<file path="config.mk">
export PLATFORM = sky130hd
export DESIGN_NAME = reg_file_sb_flat
export DESIGN_NICKNAME = d
export VERILOG_FILES = /design/src/rtl/reg_file_sb_if.sv /design/src/rtl/reg_file_sb.sv /design/src/flat_wrapper.sv
export SDC_FILE = /design/constraint.sdc
export NUM_CORES = 2
export LEC_CHECK = 0
export CAP_MARGIN = 20
export CORE_ASPECT_RATIO = 1.5
export CORE_MARGIN = 1
export CORE_UTILIZATION = 35
export DETAILED_ROUTE_END_ITERATION = 10
export HOLD_SLACK_MARGIN = 0.12
export PLACE_DENSITY = 0.6
export SLEW_MARGIN = 20
export SYNTH_ARGS = -nofsm -noshare
export SYNTH_HDL_FRONTEND = slang
export SYNTH_SLANG_ARGS = --single-unit
</file>
<file path="constraint.sdc">
create_clock -name clk -period 4.4 [get_ports clk]
set_input_delay 0.88 -clock clk [delete_from_list [all_inputs] [get_ports clk]]
set_output_delay 0.88 -clock clk [all_outputs]
set_load 0.02 [all_outputs]
</file>
<file path="src/rtl/reg_file_sb_if.sv">
// reg_file_sb_if -- bus bundle for the scoreboarded register file.
//   Read port A/B : ra_addr/rb_addr in, ra_data/rb_data + ra_rdy/rb_rdy out
//   Writeback     : we, waddr, wdata in (clears the busy bit)
//   Issue         : iss_valid, iss_addr in (sets the busy bit)
//   Clear control : clr_start in, clr_busy/clr_done out
// master = requester side, slave = register file side.
interface reg_file_sb_if #(
  parameter int DATA = 18,
  parameter int ADDR = 5
);
  logic [ADDR-1:0] ra_addr;
  logic [ADDR-1:0] rb_addr;
  logic [DATA-1:0] ra_data;
  logic [DATA-1:0] rb_data;
  logic            ra_rdy;
  logic            rb_rdy;
  logic            we;
  logic [ADDR-1:0] waddr;
  logic [DATA-1:0] wdata;
  logic            iss_valid;
  logic [ADDR-1:0] iss_addr;
  logic            clr_start;
  logic            clr_busy;
  logic            clr_done;

  modport master (
    output ra_addr, rb_addr, we, waddr, wdata, iss_valid, iss_addr, clr_start,
    input  ra_data, rb_data, ra_rdy, rb_rdy, clr_busy, clr_done
  );

  modport slave (
    input  ra_addr, rb_addr, we, waddr, wdata, iss_valid, iss_addr, clr_start,
    output ra_data, rb_data, ra_rdy, rb_rdy, clr_busy, clr_done
  );
endinterface

</file>
<file path="src/rtl/reg_file_sb.sv">
// reg_file_sb -- 2-read/1-write register file with per-register busy
// (pending writeback) scoreboard and a sequential clear engine.
//   clk   : single clock, rising edge
//   rst_n : asynchronous active-low reset
//   bus   : reg_file_sb_if.slave (read ports, writeback, issue, clear)
// Reads are registered (1-cycle latency) and write-first. The rdy flags show
// the busy bit after the same cycle's issue/writeback update.
module reg_file_sb #(
  parameter int DATA     = 18,
  parameter int ADDR     = 5,
  parameter int ZERO_REG = 1
) (
  input  logic         clk,
  input  logic         rst_n,
  reg_file_sb_if.slave bus
);

  localparam int unsigned DEPTH = 2 ** ADDR;

  typedef enum logic {IDLE, CLEAR} state_t;

  state_t            state_q;
  logic [ADDR-1:0]   cnt_q;
  logic              done_q;
  logic [DATA-1:0]   mem_q [DEPTH];
  logic [DEPTH-1:0]  busy_q;
  logic [DEPTH-1:0]  busy_d;
  logic [DATA-1:0]   ra_data_q, ra_data_d;
  logic [DATA-1:0]   rb_data_q, rb_data_d;
  logic              ra_rdy_q, ra_rdy_d;
  logic              rb_rdy_q, rb_rdy_d;
  logic              we_eff;
  logic              iss_eff;

  // Register 0 (when hardwired) and the whole CLEAR phase mask both ports.
  always_comb begin
    we_eff  = bus.we && (state_q == IDLE) &&
              !((ZERO_REG != 0) && (bus.waddr == '0));
    iss_eff = bus.iss_valid && (state_q == IDLE) &&
              !((ZERO_REG != 0) && (bus.iss_addr == '0));

    // Issue is applied after writeback so it wins on the same register.
    busy_d = busy_q;
    if (we_eff)  busy_d[bus.waddr]    = 1'b0;
    if (iss_eff) busy_d[bus.iss_addr] = 1'b1;
    if ((state_q == IDLE) && bus.clr_start) busy_d = '0;

    ra_data_d = (we_eff && (bus.waddr == bus.ra_addr)) ? bus.wdata : mem_q[bus.ra_addr];
    rb_data_d = (we_eff && (bus.waddr == bus.rb_addr)) ? bus.wdata : mem_q[bus.rb_addr];
    ra_rdy_d  = !busy_d[bus.ra_addr];
    rb_rdy_d  = !busy_d[bus.rb_addr];
    if (state_q == CLEAR) begin
      ra_data_d = '0;
      rb_data_d = '0;
      ra_rdy_d  = 1'b0;
      rb_rdy_d  = 1'b0;
    end
  end

  always_ff @(posedge clk or negedge rst_n) begin
    if (!rst_n) begin
      state_q   <= IDLE;
      cnt_q     <= '0;
      done_q    <= 1'b0;
      busy_q    <= '0;
      ra_data_q <= '0;
      rb_data_q <= '0;
      ra_rdy_q  <= 1'b0;
      rb_rdy_q  <= 1'b0;
      for (int unsigned i = 0; i < DEPTH; i++) mem_q[i] <= '0;
    end else begin
      busy_q    <= busy_d;
      ra_data_q <= ra_data_d;
      rb_data_q <= rb_data_d;
      ra_rdy_q  <= ra_rdy_d;
      rb_rdy_q  <= rb_rdy_d;
      done_q    <= 1'b0;
      if (we_eff) mem_q[bus.waddr] <= bus.wdata;
      case (state_q)
        IDLE: begin
          if (bus.clr_start) begin
            state_q <= CLEAR;
            cnt_q   <= '0;
          end
        end
        CLEAR: begin
          mem_q[cnt_q] <= '0;
          cnt_q        <= cnt_q + ADDR'(1);
          if (cnt_q == '1) begin
            state_q <= IDLE;
            done_q  <= 1'b1;
          end
        end
        default: state_q <= IDLE;
      endcase
    end
  end

  assign bus.ra_data  = ra_data_q;
  assign bus.rb_data  = rb_data_q;
  assign bus.ra_rdy   = ra_rdy_q;
  assign bus.rb_rdy   = rb_rdy_q;
  assign bus.clr_busy = (state_q == CLEAR);
  assign bus.clr_done = done_q;

endmodule

</file>
<file path="src/flat_wrapper.sv">
// flat-port wrapper written by rule: the top's interface ports become plain ports
module reg_file_sb_flat 
#(
  parameter int DATA     = 18,
  parameter int ADDR     = 5,
  parameter int ZERO_REG = 1
)
  (clk, rst_n, bus_ra_addr, bus_rb_addr, bus_we, bus_waddr, bus_wdata, bus_iss_valid, bus_iss_addr, bus_clr_start, bus_ra_data, bus_rb_data, bus_ra_rdy, bus_rb_rdy, bus_clr_busy, bus_clr_done);
  reg_file_sb_if #(.DATA(DATA), .ADDR(ADDR)) bus_i ();
  input  logic clk;
  input  logic rst_n;
  input wire logic [$bits(bus_i.ra_addr)-1:0] bus_ra_addr;
  input wire logic [$bits(bus_i.rb_addr)-1:0] bus_rb_addr;
  input wire logic [$bits(bus_i.we)-1:0] bus_we;
  input wire logic [$bits(bus_i.waddr)-1:0] bus_waddr;
  input wire logic [$bits(bus_i.wdata)-1:0] bus_wdata;
  input wire logic [$bits(bus_i.iss_valid)-1:0] bus_iss_valid;
  input wire logic [$bits(bus_i.iss_addr)-1:0] bus_iss_addr;
  input wire logic [$bits(bus_i.clr_start)-1:0] bus_clr_start;
  output wire logic [$bits(bus_i.ra_data)-1:0] bus_ra_data;
  output wire logic [$bits(bus_i.rb_data)-1:0] bus_rb_data;
  output wire logic [$bits(bus_i.ra_rdy)-1:0] bus_ra_rdy;
  output wire logic [$bits(bus_i.rb_rdy)-1:0] bus_rb_rdy;
  output wire logic [$bits(bus_i.clr_busy)-1:0] bus_clr_busy;
  output wire logic [$bits(bus_i.clr_done)-1:0] bus_clr_done;
  assign bus_i.ra_addr = bus_ra_addr;
  assign bus_i.rb_addr = bus_rb_addr;
  assign bus_i.we = bus_we;
  assign bus_i.waddr = bus_waddr;
  assign bus_i.wdata = bus_wdata;
  assign bus_i.iss_valid = bus_iss_valid;
  assign bus_i.iss_addr = bus_iss_addr;
  assign bus_i.clr_start = bus_clr_start;
  assign bus_ra_data = bus_i.ra_data;
  assign bus_rb_data = bus_i.rb_data;
  assign bus_ra_rdy = bus_i.ra_rdy;
  assign bus_rb_rdy = bus_i.rb_rdy;
  assign bus_clr_busy = bus_i.clr_busy;
  assign bus_clr_done = bus_i.clr_done;
  reg_file_sb #(.DATA(DATA), .ADDR(ADDR), .ZERO_REG(ZERO_REG)) u_core (.clk(clk), .rst_n(rst_n), .bus(bus_i));
endmodule
</file>
## Yosys cells after proc, flatten, opt, wreduce, memory -nomap -nowiden

Index checks and enable logic that the tools add are counted.

- Add/sub/neg operators: 1
- Magnitude comparators: 12
- Shifts and indexed selects: 0
- Equal/unequal tests: 4
- Divide/modulo/power cells: 0
- Multiplexer cells: 37
- Reduce and logical (&&, ||, !) cells: 17
- Multipliers: 0
- Bitwise gates (word level): 10

Operators with widths:

| kind | number |
|---|---|
| 2-to-1 mux 576 bit | 2 |
| AND 576 bit | 1 |
| bitwise mux 576 bit | 1 |
| NOT 576 bit | 1 |
| binary-select mux 18 bit (select 5 bit) | 2 |
| demux 18 bit (select 5 bit) | 2 |
| 2-to-1 mux 18 bit | 10 |
| 2-to-1 mux 32 bit | 3 |
| AND 32 bit | 1 |
| NOT 32 bit | 1 |
| OR 32 bit | 1 |
| >= comparator 6 bit, second input constant | 4 |
| less-than comparator 5 x 6 -> 1 bit, second input constant | 4 |
| NOT 5 -> 6 bit | 4 |
| less-than comparator 6 x 1 -> 1 bit, second input constant | 2 |
| logical AND 1 bit | 11 |
| binary-select mux 1 bit (select 5 bit) | 2 |
| demux 1 bit (select 5 bit) | 2 |
| == test 5 bit | 2 |
| >= comparator 5 x 1 -> 1 bit, second input constant | 2 |
| zero test 5 bit | 2 |
| 2-to-1 mux 1 bit | 10 |
| case mux 5 bit (2 select lines) | 1 |
| adder 5 x 1 -> 5 bit, second input constant | 1 |
| 6 further kinds | 9 |

- Memory bits (writable): 0
- Memories kept: 0
- ROM bits: 0
- Logic and storage cells: 121
- Latch bits: 0
- Register bits after elaboration: 653
- Output and inout port bits: 40

## Depth between registers and ports, before layout

- Depth in word-level cells: 14
- Depth in mapped cells: 10

## Worst setup path after synthesis

OpenSTA, ideal clock, no wires.

- Path kind: in2reg
- Start: input bus_ra_addr[0]
- End: register u_core.ra_data_q[0] (netlist: u_core.bus.ra_data[0])
- Arrival time: 2777 ps
- Stages: 6
- Slack: 1482 ps
- Setup time: 142 ps
- Cell sequence: buf_2 buf_1 mux4_2 mux4_2 mux2i_1 a211oi_1

- Cells in the longest elaborated chain, start to end: 6

Ends and longest elaborated chain:

| element | RTL line | source |
|---|---|---|
| start, declared | flat_wrapper.sv:12 | `input wire logic [$bits(bus_i.ra_addr)-1:0] bus_ra_addr;` |
| NOT 5 -> 6 bit (not written as such) | reg_file_sb.sv:48 | `ra_data_d = (we_eff && (bus.waddr == bus.ra_addr)) ? bus.wdata : mem_q[bus.ra_addr];` |
| binary-select mux 18 bit (select 5 bit) | reg_file_sb.sv:48 |  |
| 2-to-1 mux 18 bit (not written as such) (2 in series) | reg_file_sb.sv:48 |  |
| 2-to-1 mux 18 bit * | reg_file_sb.sv:48 |  |
| 2-to-1 mux 18 bit * | reg_file_sb.sv:52 | `if (state_q == CLEAR) begin` |
| net u_core.ra_data_d[0] | reg_file_sb.sv:28 | `logic [DATA-1:0] ra_data_q, ra_data_d;` |
| end signal, assigned | reg_file_sb.sv:73 | `ra_data_q <= ra_data_d;` |
| end, declared | reg_file_sb.sv:28 |  |

The timed path passes the listed nets; every way through them passes the cells marked *. The select of a mux whose other input is x is not followed.
A chain may end at the register's enable or synchronous reset.

## Worst setup path after layout

- Start: register u_core.state_q (netlist: u_core.bus.clr_busy)
- End: register u_core.mem_q[517] (netlist bit)

- Cells in the longest elaborated chain, start to end: 6

Ends and longest elaborated chain:

| element | RTL line | source |
|---|---|---|
| start, declared | reg_file_sb.sv:22 | `state_t state_q;` |
| start signal, assigned | reg_file_sb.sv:62 | `state_q <= IDLE;` |
| start signal, assigned | reg_file_sb.sv:82 | `state_q <= CLEAR;` |
| start signal, assigned | reg_file_sb.sv:90 | `state_q <= IDLE;` |
| NOT 1 bit | reg_file_sb.sv:37 | `we_eff = bus.we && (state_q == IDLE) &&` |
| logical AND 1 bit (2 in series) | reg_file_sb.sv:37 |  |
| 2-to-1 mux 576 bit | reg_file_sb.sv:78 | `if (we_eff) mem_q[bus.waddr] <= bus.wdata;` |
| AND 576 bit (no source line) | - |  |
| 2-to-1 mux 576 bit * | reg_file_sb.sv:79 | `case (state_q)` |
| end signal, assigned by index | reg_file_sb.sv:78 |  |
| end, declared | reg_file_sb.sv:25 | `logic [DATA-1:0] mem_q [DEPTH];` |

Every way passes the cells marked *; elsewhere a longest branch is shown, timed or not.

==> impl_results.rst <==
.. list-table::
   :header-rows: 1

   * - Metric
     - Value
   * - Fraction of layout instances using a drive strength above 1
     - 19.1%
   * - Crit path time final
     - around 3.3 ns
   * - Power per standard cell area
     - just under 400 nW/µm²
   * - Sequential group share of total power
     - between 40% and 50%
   * - Initial cell density of the core
     - a little over a third
   * - Die width
     - ~260 µm
   * - Number of synthesized flops with an enable pin
     - 0
   * - Clock tree from TritonCTS
     - built
   * - Number of max-slew violations in the final report
     - 0
   * - Unrepaired setup endpoints after global routing
     - no
   * - CTS root buffer
     - sky130_fd_sc_hd__clkbuf_16
   * - Critical path class
     - reg -> reg
   * - Final Instance Count excl. Fillers
     - just under 5000
   * - Fmax
     - between 300 and 400 MHz
   * - Critical path required time
     - 4.98 ns
   * - Number of fill cells
     - 9745
   * - Post-detailed-route wirelength per cell
     - 29.0 µm
   * - Register-to-register setup slack
     - roughly 1.1 ns
   * - CTS max path bufs
     - 3
   * - Routed via count
     - 30212
   * - Wire length of the first global-routing pass
     - between 200000 and 250000 µm
   * - Final worst-path cycle share
     - between 70% and 80%
   * - Clock latency reported for the late side of the worst-skew pair
     - between 0.6 and 0.7 ns
   * - Clock input transition at the sequential cells of the worst setup and hold paths
     - 0.06 ns
   * - Number of buffers added to fix hold violations after cts
     - 0
   * - Yosys warning count
     - 0
   * - Vias in the first global route
     - around 30000
   * - Portion of the post-synthesis area used by sequential elements
     - a little under half
   * - Placer's final routability congestion estimate
     - slightly above 0.9
   * - Library cell with the largest summed area after synthesis
     - sky130_fd_sc_hd__dfrtp_1
   * - Layout overhead on the synthesized area
     - 13.6%
   * - Pin count of the biggest net entering global routing
     - 100
   * - Detailed placer's ending HPWL
     - ~88000 µm
   * - Top flip-flop cell by instance count after synthesis
     - sky130_fd_sc_hd__dfrtp_1
   * - Part of the total power dissipated in combinational logic
     - between 10% and 20%
   * - Synth Register Bits
     - ~650
   * - Detailed Route Iter0 Violations
     - 3857
   * - Cell Area, Synth
     - ~36000 µm²
   * - Internal
     - between 0.01 and 0.015 W
   * - Top cell type's share of synthesized area
     - about 45%
   * - Critical Path End Type
     - flop
   * - Maximum ir drop on the vdd rail
     - ~0.29 mV
   * - Post-Place Worst Slack
     - ~0.78 ns
   * - Number of antenna violations at the first check in global routing
     - 4
   * - Relative slew slack
     - about 22%
   * - Run status
     - finished, final reports clean
   * - Number of distinct library cells after synthesis
     - a little under 70
   * - Count of instances resized after the clock tree is built
     - 0
   * - Vertical die dimension
     - around 390 µm
   * - Proportion of synthesized flip-flops having asynchronous set or reset
     - 100%
   * - Syn avg cell area
     - 10.2 µm²
   * - Final antenna-violating net count
     - 0
   * - Wire length reported by the detailed router
     - between 100000 and 150000 µm
   * - Residual overflow from global routing
     - 0
   * - Switching power total
     - 0.00495 W
   * - Port Buf Inserts
     - between 80 and 90
   * - Syn_nets
     - around 3600
   * - Setup WS post-layout
     - ~1.1 ns
   * - Post-CTS setup buffer count
     - 0
   * - Final number of setup-violating endpoints
     - 0
   * - Cell total after placement
     - between 4000 and 5000
   * - Portion of total power attributed to the clock network
     - approximately 36%
   * - Area of the die
     - ~100000 µm²
   * - IO Pins
     - 83
   * - Total routing resource utilization after global routing
     - 27.3%
   * - Fin Setup TNS
     - 0 ns
   * - Clock buffers created by TritonCTS
     - 67
   * - Core footprint
     - roughly 100000 µm²
   * - Total Power Consumption
     - 0.0159 W
   * - Slew @ Worst Pin
     - 1.16 ns
   * - DRC violation count after routing
     - 0
   * - Leakage power summed over all cells
     - between 15 and 20 nW
   * - Post-synthesis cell count
     - roughly 3500
   * - Detailed-route vias per instance
     - slightly above 6
   * - Top fanout value on the critical path
     - 36
   * - Number of levels the H-tree was split into
     - 3
   * - Arrival time of data at the critical path endpoint
     - approximately 3.9 ns
   * - Number of cell rows
     - roughly 140
   * - Crit start category
     - flop
   * - Max_cap viols
     - 0
   * - Final clock skew
     - about 0.022 ns
   * - Pre-antenna DRT Iters
     - 6
   * - Worst min-delay path category
     - in -> async
   * - Worst hold margin
     - between 0.2 and 0.25 ns
   * - Switching share of power
     - 31.2%
   * - Final hold violation count
     - 0
   * - Clock sinks
     - around 650
   * - Final-stage net count
     - 3595
   * - Cell types occupying the most area after synthesis
     - sky130_fd_sc_hd__dfrtp_1, sky130_fd_sc_hd__mux4_2, sky130_fd_sc_hd__nand2_1, sky130_fd_sc_hd__a21oi_1, sky130_fd_sc_hd__clkbuf_1
[power by group through the flow]
stage / Combinational [W] / Sequential, W / Clock, W
2_1_floorplan: 0.00192 / 0.00694 / 0
3_3_place_gp: 0.00298 / 0.00709 / 0
6_report: 0.00306 / 0.00704 / 0.00579
5_1_grt: 0.00325 / 0.00710 / 0.00605
3_5_place_dp: 0.00302 / 0.00713 / 0
4_1_cts: 0.00302 / 0.00702 / 0.00586
[per-stage QoR]
stage	instance area [µm²]	util (%)
after floorplan	36000	-
after global placement	38700	38.1
after detailed placement	38700	38.1
after CTS	40900	40.2
after global routing	40900	40.2
final	40900	40.2
[worst max-delay path: stages, from the launching register on]
cell and delay (ns):
sky130_fd_sc_hd__dfrtp_2 0.85, sky130_fd_sc_hd__buf_4 0.51, sky130_fd_sc_hd__inv_1 0.30, sky130_fd_sc_hd__and4_1 0.33, sky130_fd_sc_hd__nand2_1 0.84, sky130_fd_sc_hd__nand2_1 0.12, sky130_fd_sc_hd__a21oi_1 0.19
[per-layer routing]
metal	part of all wire, %	vias to the layer above	GRT usage (%)
met4	8.1	2	20.4
met5	0.011	-	0
met1	35	15232	32.1
li1	-	12504	-
met2	49	1893	44.7
met3	8.7	581	4.97
[worst paths after layout]
| kind | from | to | cells past startpoint |
|---|---|---|---|
| hold / removal | rst_n | u_core.busy_q[30] | 1 |
| min in group clk | u_core.mem_q[566] | u_core.mem_q[566] | 1 |
| setup / recovery | u_core.bus.clr_busy | u_core.mem_q[517] | 6 |
| setup reg to reg | u_core.bus.clr_busy | u_core.mem_q[517] | 6 |
| max in group asynchronous | rst_n | u_core.bus.ra_data[7] | 2 |
| hold reg to reg | u_core.mem_q[566] | u_core.mem_q[566] | 1 |
[cell type report]
class	instances	area [µm²]	area share, %
sequential	653	16300	40.0
timing repair buffer	265	2430	5.95
inverter	8	30.0	0.0735
clock buffer	96	1930	4.72
multi-input combinational	2552	18300	44.7
antenna	3	7.51	0.0184
tap	1305	1630	4.00
clock inverter	21	200	0.490
[registers in the layout (all words and copies together), names as in the netlist]
signal               cells
u_core.bus.ra_rdy        1
u_core.mem_q           576
u_core.bus.ra_data      18
u_core.bus.clr_done      1
u_core.bus.rb_rdy        1
u_core.busy_q           32
u_core.cnt_q             5
u_core.bus.rb_data      18
u_core.bus.clr_busy      1
[Yosys cell counts (6+ instances only)]
library cell	count
sky130_fd_sc_hd__xor2_1	7
sky130_fd_sc_hd__o211ai_1	20
sky130_fd_sc_hd__buf_4	6
sky130_fd_sc_hd__nand4_1	6
sky130_fd_sc_hd__a311oi_1	20
sky130_fd_sc_hd__a211oi_1	21
sky130_fd_sc_hd__clkbuf_2	12
sky130_fd_sc_hd__a21oi_1	569
sky130_fd_sc_hd__nand3b_1	12
sky130_fd_sc_hd__dfrtp_1	653
sky130_fd_sc_hd__inv_1	8
sky130_fd_sc_hd__o22ai_1	8
sky130_fd_sc_hd__and2_1	22
sky130_fd_sc_hd__nand2_1	1202
sky130_fd_sc_hd__nor2b_1	6
sky130_fd_sc_hd__mux2i_1	19
sky130_fd_sc_hd__nand3_1	23
sky130_fd_sc_hd__mux4_2	363
sky130_fd_sc_hd__o2111ai_1	6
sky130_fd_sc_hd__nor2_1	109
sky130_fd_sc_hd__xnor2_1	6
sky130_fd_sc_hd__nor2_2	6
sky130_fd_sc_hd__buf_1	36
sky130_fd_sc_hd__clkbuf_1	222
sky130_fd_sc_hd__buf_2	44
sky130_fd_sc_hd__o21ai_0	34
[logic make-up after synthesis]
logic type / count (synthesis) / share of synthesized area (%)
AO/OA/AOI/OAI: 711 / 10.8
buffers and inverters: 329 / 3.71
flip-flops: 653 / 45.4
adder cells (fa/ha/maj): 5 / 0.174
XOR/XNOR: 13 / 0.317
multiplexers: 382 / 23.3
AND/OR/NAND/NOR: 1441 / 16.2
[cells in the final DEF (no fill, tap or decap), types with 21 or more instances in the layout]
cell                              Yosys  routed
sky130_fd_sc_hd__o21ai_0             34      34
sky130_fd_sc_hd__a21oi_1            569     569
sky130_fd_sc_hd__dfrtp_1            653     652
sky130_fd_sc_hd__clkbuf_16            0      68
sky130_fd_sc_hd__buf_4                6     165
sky130_fd_sc_hd__nor2_1             109     108
sky130_fd_sc_hd__a211oi_1            21      21
sky130_fd_sc_hd__and2_1              22      22
sky130_fd_sc_hd__nand2_1           1202    1202
sky130_fd_sc_hd__nand3_1             23      23
sky130_fd_sc_hd__mux4_2             363     363
sky130_fd_sc_hd__clkdlybuf4s50_1      0      70
(Power assumes the default switching activity.)
